`src/rtl/uart_rx_dram_loader.sv`:
```
// UART (8N1) receiver that streams bytes into DRAM at consecutive addresses
// starting at 0, then raises a sticky rx_done once NUM_BYTES are stored.
//
// Ports:
//   clk_in         system clock, rising edge
//   rst_n          asynchronous active-low reset
//   clear          synchronous active-high restart (acts like reset while high)
//   rx             asynchronous UART serial input, idles high
//   dram_address   write pointer / DRAM address
//   dram_data      last received byte
//   dram_wren      one-cycle DRAM write strobe
//   rx_done        sticky: all NUM_BYTES stored
//   framing_error  one-cycle pulse on a bad stop bit
//   rx_busy        frame in progress (not IDLE and not DONE)
module uart_rx_dram_loader #(
  parameter int CLKS_PER_BIT = 434,
  parameter int ADDR_WIDTH   = 16,
  parameter int NUM_BYTES    = 65536
) (
  input  logic                  clk_in,
  input  logic                  rst_n,
  input  logic                  clear,
  input  logic                  rx,
  output logic [ADDR_WIDTH-1:0] dram_address,
  output logic [7:0]            dram_data,
  output logic                  dram_wren,
  output logic                  rx_done,
  output logic                  framing_error,
  output logic                  rx_busy
);

  localparam int CNT_W = $clog2(CLKS_PER_BIT);
  localparam logic [CNT_W-1:0]      CNT_FULL  = CNT_W'(CLKS_PER_BIT - 1);
  localparam logic [CNT_W-1:0]      CNT_HALF  = CNT_W'(CLKS_PER_BIT / 2 - 1);
  localparam logic [ADDR_WIDTH-1:0] LAST_ADDR = ADDR_WIDTH'(NUM_BYTES - 1);

  typedef enum logic [2:0] {
    IDLE,
    START,
    DATA,
    STOP,
    WRITE,
    DONE
  } state_e;

  state_e                state_q, state_d;
  logic [CNT_W-1:0]      cnt_q, cnt_d;
  logic [2:0]            bit_idx_q, bit_idx_d;
  logic [7:0]            shift_q, shift_d;
  logic [7:0]            data_q, data_d;
  logic [ADDR_WIDTH-1:0] ptr_q, ptr_d;
  logic                  ferr_q, ferr_d;
  logic                  rx_meta_q, rx_meta_d;
  logic                  rx_s_q, rx_s_d;

  always_comb begin
    state_d   = state_q;
    cnt_d     = cnt_q + CNT_W'(1);
    bit_idx_d = bit_idx_q;
    shift_d   = shift_q;
    data_d    = data_q;
    ptr_d     = ptr_q;
    ferr_d    = 1'b0;
    rx_meta_d = rx;
    rx_s_d    = rx_meta_q;

    case (state_q)
      IDLE: begin
        cnt_d = '0;
        if (!rx_s_q) begin
          state_d = START;
        end
      end
      START: begin
        if (cnt_q == CNT_HALF) begin
          cnt_d = '0;
          if (!rx_s_q) begin
            state_d   = DATA;
            bit_idx_d = '0;
          end else begin
            state_d = IDLE;
          end
        end
      end
      DATA: begin
        if (cnt_q == CNT_FULL) begin
          cnt_d              = '0;
          shift_d[bit_idx_q] = rx_s_q;
          if (bit_idx_q == 3'd7) begin
            state_d = STOP;
          end else begin
            bit_idx_d = bit_idx_q + 3'd1;
          end
        end
      end
      STOP: begin
        if (cnt_q == CNT_FULL) begin
          cnt_d = '0;
          if (rx_s_q) begin
            state_d = WRITE;
            data_d  = shift_q;
          end else begin
            state_d = IDLE;
            ferr_d  = 1'b1;
          end
        end
      end
      WRITE: begin
        cnt_d = '0;
        // Explicit wrap so NUM_BYTES below 2^ADDR_WIDTH still returns to 0.
        if (ptr_q == LAST_ADDR) begin
          ptr_d   = '0;
          state_d = DONE;
        end else begin
          ptr_d   = ptr_q + ADDR_WIDTH'(1);
          state_d = IDLE;
        end
      end
      DONE: begin
        cnt_d = '0;
      end
      default: begin
        state_d = IDLE;
        cnt_d   = '0;
      end
    endcase

    // Clear overrides every transition, including the final WRITE.
    if (clear) begin
      state_d   = IDLE;
      cnt_d     = '0;
      bit_idx_d = '0;
      shift_d   = '0;
      data_d    = '0;
      ptr_d     = '0;
      ferr_d    = 1'b0;
      rx_meta_d = 1'b1;
      rx_s_d    = 1'b1;
    end
  end

  always_ff @(posedge clk_in or negedge rst_n) begin
    if (!rst_n) begin
      state_q   <= IDLE;
      cnt_q     <= '0;
      bit_idx_q <= '0;
      shift_q   <= '0;
      data_q    <= '0;
      ptr_q     <= '0;
      ferr_q    <= 1'b0;
      rx_meta_q <= 1'b1;
      rx_s_q    <= 1'b1;
    end else begin
      state_q   <= state_d;
      cnt_q     <= cnt_d;
      bit_idx_q <= bit_idx_d;
      shift_q   <= shift_d;
      data_q    <= data_d;
      ptr_q     <= ptr_d;
      ferr_q    <= ferr_d;
      rx_meta_q <= rx_meta_d;
      rx_s_q    <= rx_s_d;
    end
  end

  assign dram_address  = ptr_q;
  assign dram_data     = data_q;
  assign dram_wren     = (state_q == WRITE);
  assign rx_done       = (state_q == DONE);
  assign framing_error = ferr_q;
  assign rx_busy       = (state_q != IDLE) && (state_q != DONE);

endmodule

```
`config.mk`:
```
export PLATFORM = sky130hd
export DESIGN_NAME = uart_rx_dram_loader
export DESIGN_NICKNAME = d
export VERILOG_FILES = /design/src/rtl/uart_rx_dram_loader.sv
export SDC_FILE = /design/constraint.sdc
export NUM_CORES = 1
export LEC_CHECK = 0
export ABC_AREA = 1
export BUFFER_PORTS_ARGS = -buffer_cell sky130_fd_sc_hd__buf_2
export CAP_MARGIN = 20
export CORE_ASPECT_RATIO = 1.75
export CORE_UTILIZATION = 49
export DETAILED_ROUTE_END_ITERATION = 12
export PLACE_DENSITY = 0.69
export SLEW_MARGIN = 30
export SYNTH_ARGS = -nofsm -noshare
export SYNTH_HDL_FRONTEND = slang
export SYNTH_SLANG_ARGS = --single-unit
```
`constraint.sdc`:
```
create_clock -name clk_in -period 2.4 [get_ports clk_in]
set_clock_uncertainty 0.05 [all_clocks]
set_input_delay 0.24 -clock clk_in [delete_from_list [all_inputs] [get_ports clk_in]]
set_output_delay 0.24 -clock clk_in [all_outputs]
set_load 0.03 [all_outputs]
```
==> reports/results.txt <==
port bufs: 31
number of routed nets with antenna violations: 0
metal3 WL: 213 um
initial antenna violation count: 0
worst vdd ir: 0.000616 V
die area: 6120 um2
average footprint of a synthesized cell: 7.64 um2
core box area: 5590 um2
drt pass-1 iters: 4
synth unique cells: 32
DR vias/cell: 5.07
maximum fanout along the worst path: 6
Final Hold Viols: 0
final worst path period share: 74.5%
DP Wirelength: 4.64 mm
register area share after synthesis: 44.1%
DP Cell Count: 476
Iteration-0 DRC Markers: 168
grt ovf: 0
crit path time final: 1.79 ns
CTS tree: yes
WL final: 6.13 mm
Ys Warns: 0
worst-margin pin slew: 0.512 ns
Sequential Area: 1250 um2
CTS max path bufs: 2
Max Slew Vio Count: 0
worst slew margin relative to its limit: 65.8%
Layout Nets: 418
height of the chip: 103 um
Area contributors post-synth: dfrtp_1, nand2_1, inv_1, nor2_1, nand3_1
Via Count: 2459
CP Launch Type: flip-flop
PostCTS Resize Cnt: 0
M1 wire length: 2.32 mm
# Post-CTS Setup Buffers: 0
Syn Std Cell Area: 2840 um2
RSZ-0062 raised after global routing: no
Max Used Layer: met4
share of cells above drive strength 1: 21.0%
ant diodes: 0
Setup TNS: 0 ns
final cell count without fillers: 485
std cell rows: 36
Syn Inst Count: 372
Synth area leader: dfrtp_1
HP Class: input port to flip-flop
pin count of the biggest net entering global routing: 32
static leakage: 1.74 nW
Ports: 32
Num CTS Buffers: 5
# DRC: 0
DR WL met2: 3.34 mm
maximum clock frequency: 559 MHz
Power Dens Cells: 563 nW/um2
die width: 59.6 um
Multi-input gate area: 1360 um2
Initial Util: 50.9%
gr usage total: 22.1%
share of the synthesized area in the top cell type: 42.3%
Hold Buf Count CTS: 1
CTS clk-pin slew, worst paths: 0.10 ns
Net Count, Synth: 382
number of max-cap violations: 0
count of state elements after synthesis: 50
Area Growth Syn to Fin: 11.9%
root cell of the clock tree: clkbuf_8
Avg WL per Cell: 12.6 um
clock sinks: 50
final setup fails: 0
worst path required time: 2.61 ns
crit path DAT: 1.99 ns
outcome: complete, no violations
Worst-Skew Late Latency: 0.31 ns
CP Class: flip-flop to flip-flop
total chip power: 1.79 mW
wire length of the first global-routing pass: 10.2 mm
crit path capture type: flip-flop
FILL cells: 575
Final GP Congestion: 0.871
htree depth: 2
vias in the first global route: 2364
layout by cell type, fill, tap and decap left out, types with 5 or more instances in the layout:
cell type	Yosys	routed
nor2_1	45	45
clkbuf_8	0	5
nand2_2	7	7
nor3_1	5	5
a21oi_1	12	12
o21ai_0	13	13
nand2_1	114	114
inv_1	45	45
inv_2	6	6
buf_2	0	31
nand3_1	20	20
dfrtp_1	48	48
ha_1	6	6
o21ai_2	9	9
critical path, cell delays in order (launching register included):
cell and delay [ns]:
dfrtp_1 0.42, ha_1 0.25, nand3_1 0.12, nor2_1 0.10, nand2_1 0.08, nand2_1 0.07
nor2_1 0.41, nand3_1 0.14, nand2_1 0.09
per-layer routing:
metal	vias up	track usage, %
met2	60	41.0
met5	-	0
met1	1143	22.0
met3	22	4.02
li1	1234	-
met4	0	13.2
cells in the mapped netlist, drive strengths merged:
library cell,number
nand4,4
xor2,3
xnor2,1
nor3b,2
dfrtp,48
clkbuf,1
a21oi,12
a31oi,1
o21ai,24
or2,2
nand3,23
buf,3
nor4,1
nor3,8
o21bai,1
dfstp,2
nand3b,1
nand2,125
nor2,53
ha,6
inv,51
area by class of cell:
| type | count | share of cell area [%] |
|---|---|---|
| Clock inverter | 3 | 1.38 |
| Sequential cell | 50 | 39.4 |
| Clock buffer | 5 | 2.16 |
| Multi-Input combinational cell | 267 | 42.6 |
| Timing Repair Buffer | 33 | 5.43 |
| Tap cell | 76 | 2.99 |
| Inverter | 51 | 6.02 |
sequential cells by signal, indices dropped and copies added (netlist names):
signal,flops
dram_address,16
cnt_q,9
dram_data,8
shift_q,8
bit_idx_q,3
state_q,3
framing_error,1
rx_meta_q,1
rx_s_q,1
power by group:
group	switching [mW]	total [mW]	internal, mW	leakage (nW)
Combinational	0.192	0.272	0.0800	0.990
Sequential	0.0380	0.901	0.863	0.690
Clock	0.303	0.616	0.313	0.0585
Total	0.534	1.79	1.26	1.74
final timing paths:
check | startpoint | endpoint | slack, ns | cells past startpoint
min | rx | rx_meta_q | 0.08 | 2
max reg2reg | dram_address[0] | dram_address[13] | 0.61 | 8
max | dram_address[0] | dram_address[13] | 0.61 | 8
min in group asynchronous | rst_n | dram_address[13] | 0.34 | 2
min reg2reg | dram_data[7] | dram_data[7] | 0.44 | 2
max in group asynchronous | rst_n | rx_s_q | 1.17 | 3
through the flow:
step / util [%] / setup slack [ns] / hold slack, ns / instance area, um2
3_3_place_gp: 54.7 / 0.585 / 0.163 / 3060
2_1_floorplan: - / 0.785 / -0.106 / 2840
6_report: 56.9 / 0.611 / 0.0755 / 3180
3_5_place_dp: 54.7 / 0.569 / 0.168 / 3060
5_1_grt: 56.9 / 0.488 / 0.0721 / 3180
4_1_cts: 56.9 / 0.635 / 0.0724 / 3180
cell families (layout without fill, tap and decap cells):
logic type,count (synthesis),count (layout),share of synthesized area [%]
AND/OR/NAND/NOR,219,219,35.8
flip-flops,50,50,44.1
adder cells (fa/ha/maj),6,6,2.64
buffers and inverters,55,92,8.23
XOR/XNOR,4,4,1.23
AO/OA/AOI/OAI,38,38,8.01
Note: power is estimated with default switching activity, not from simulation.
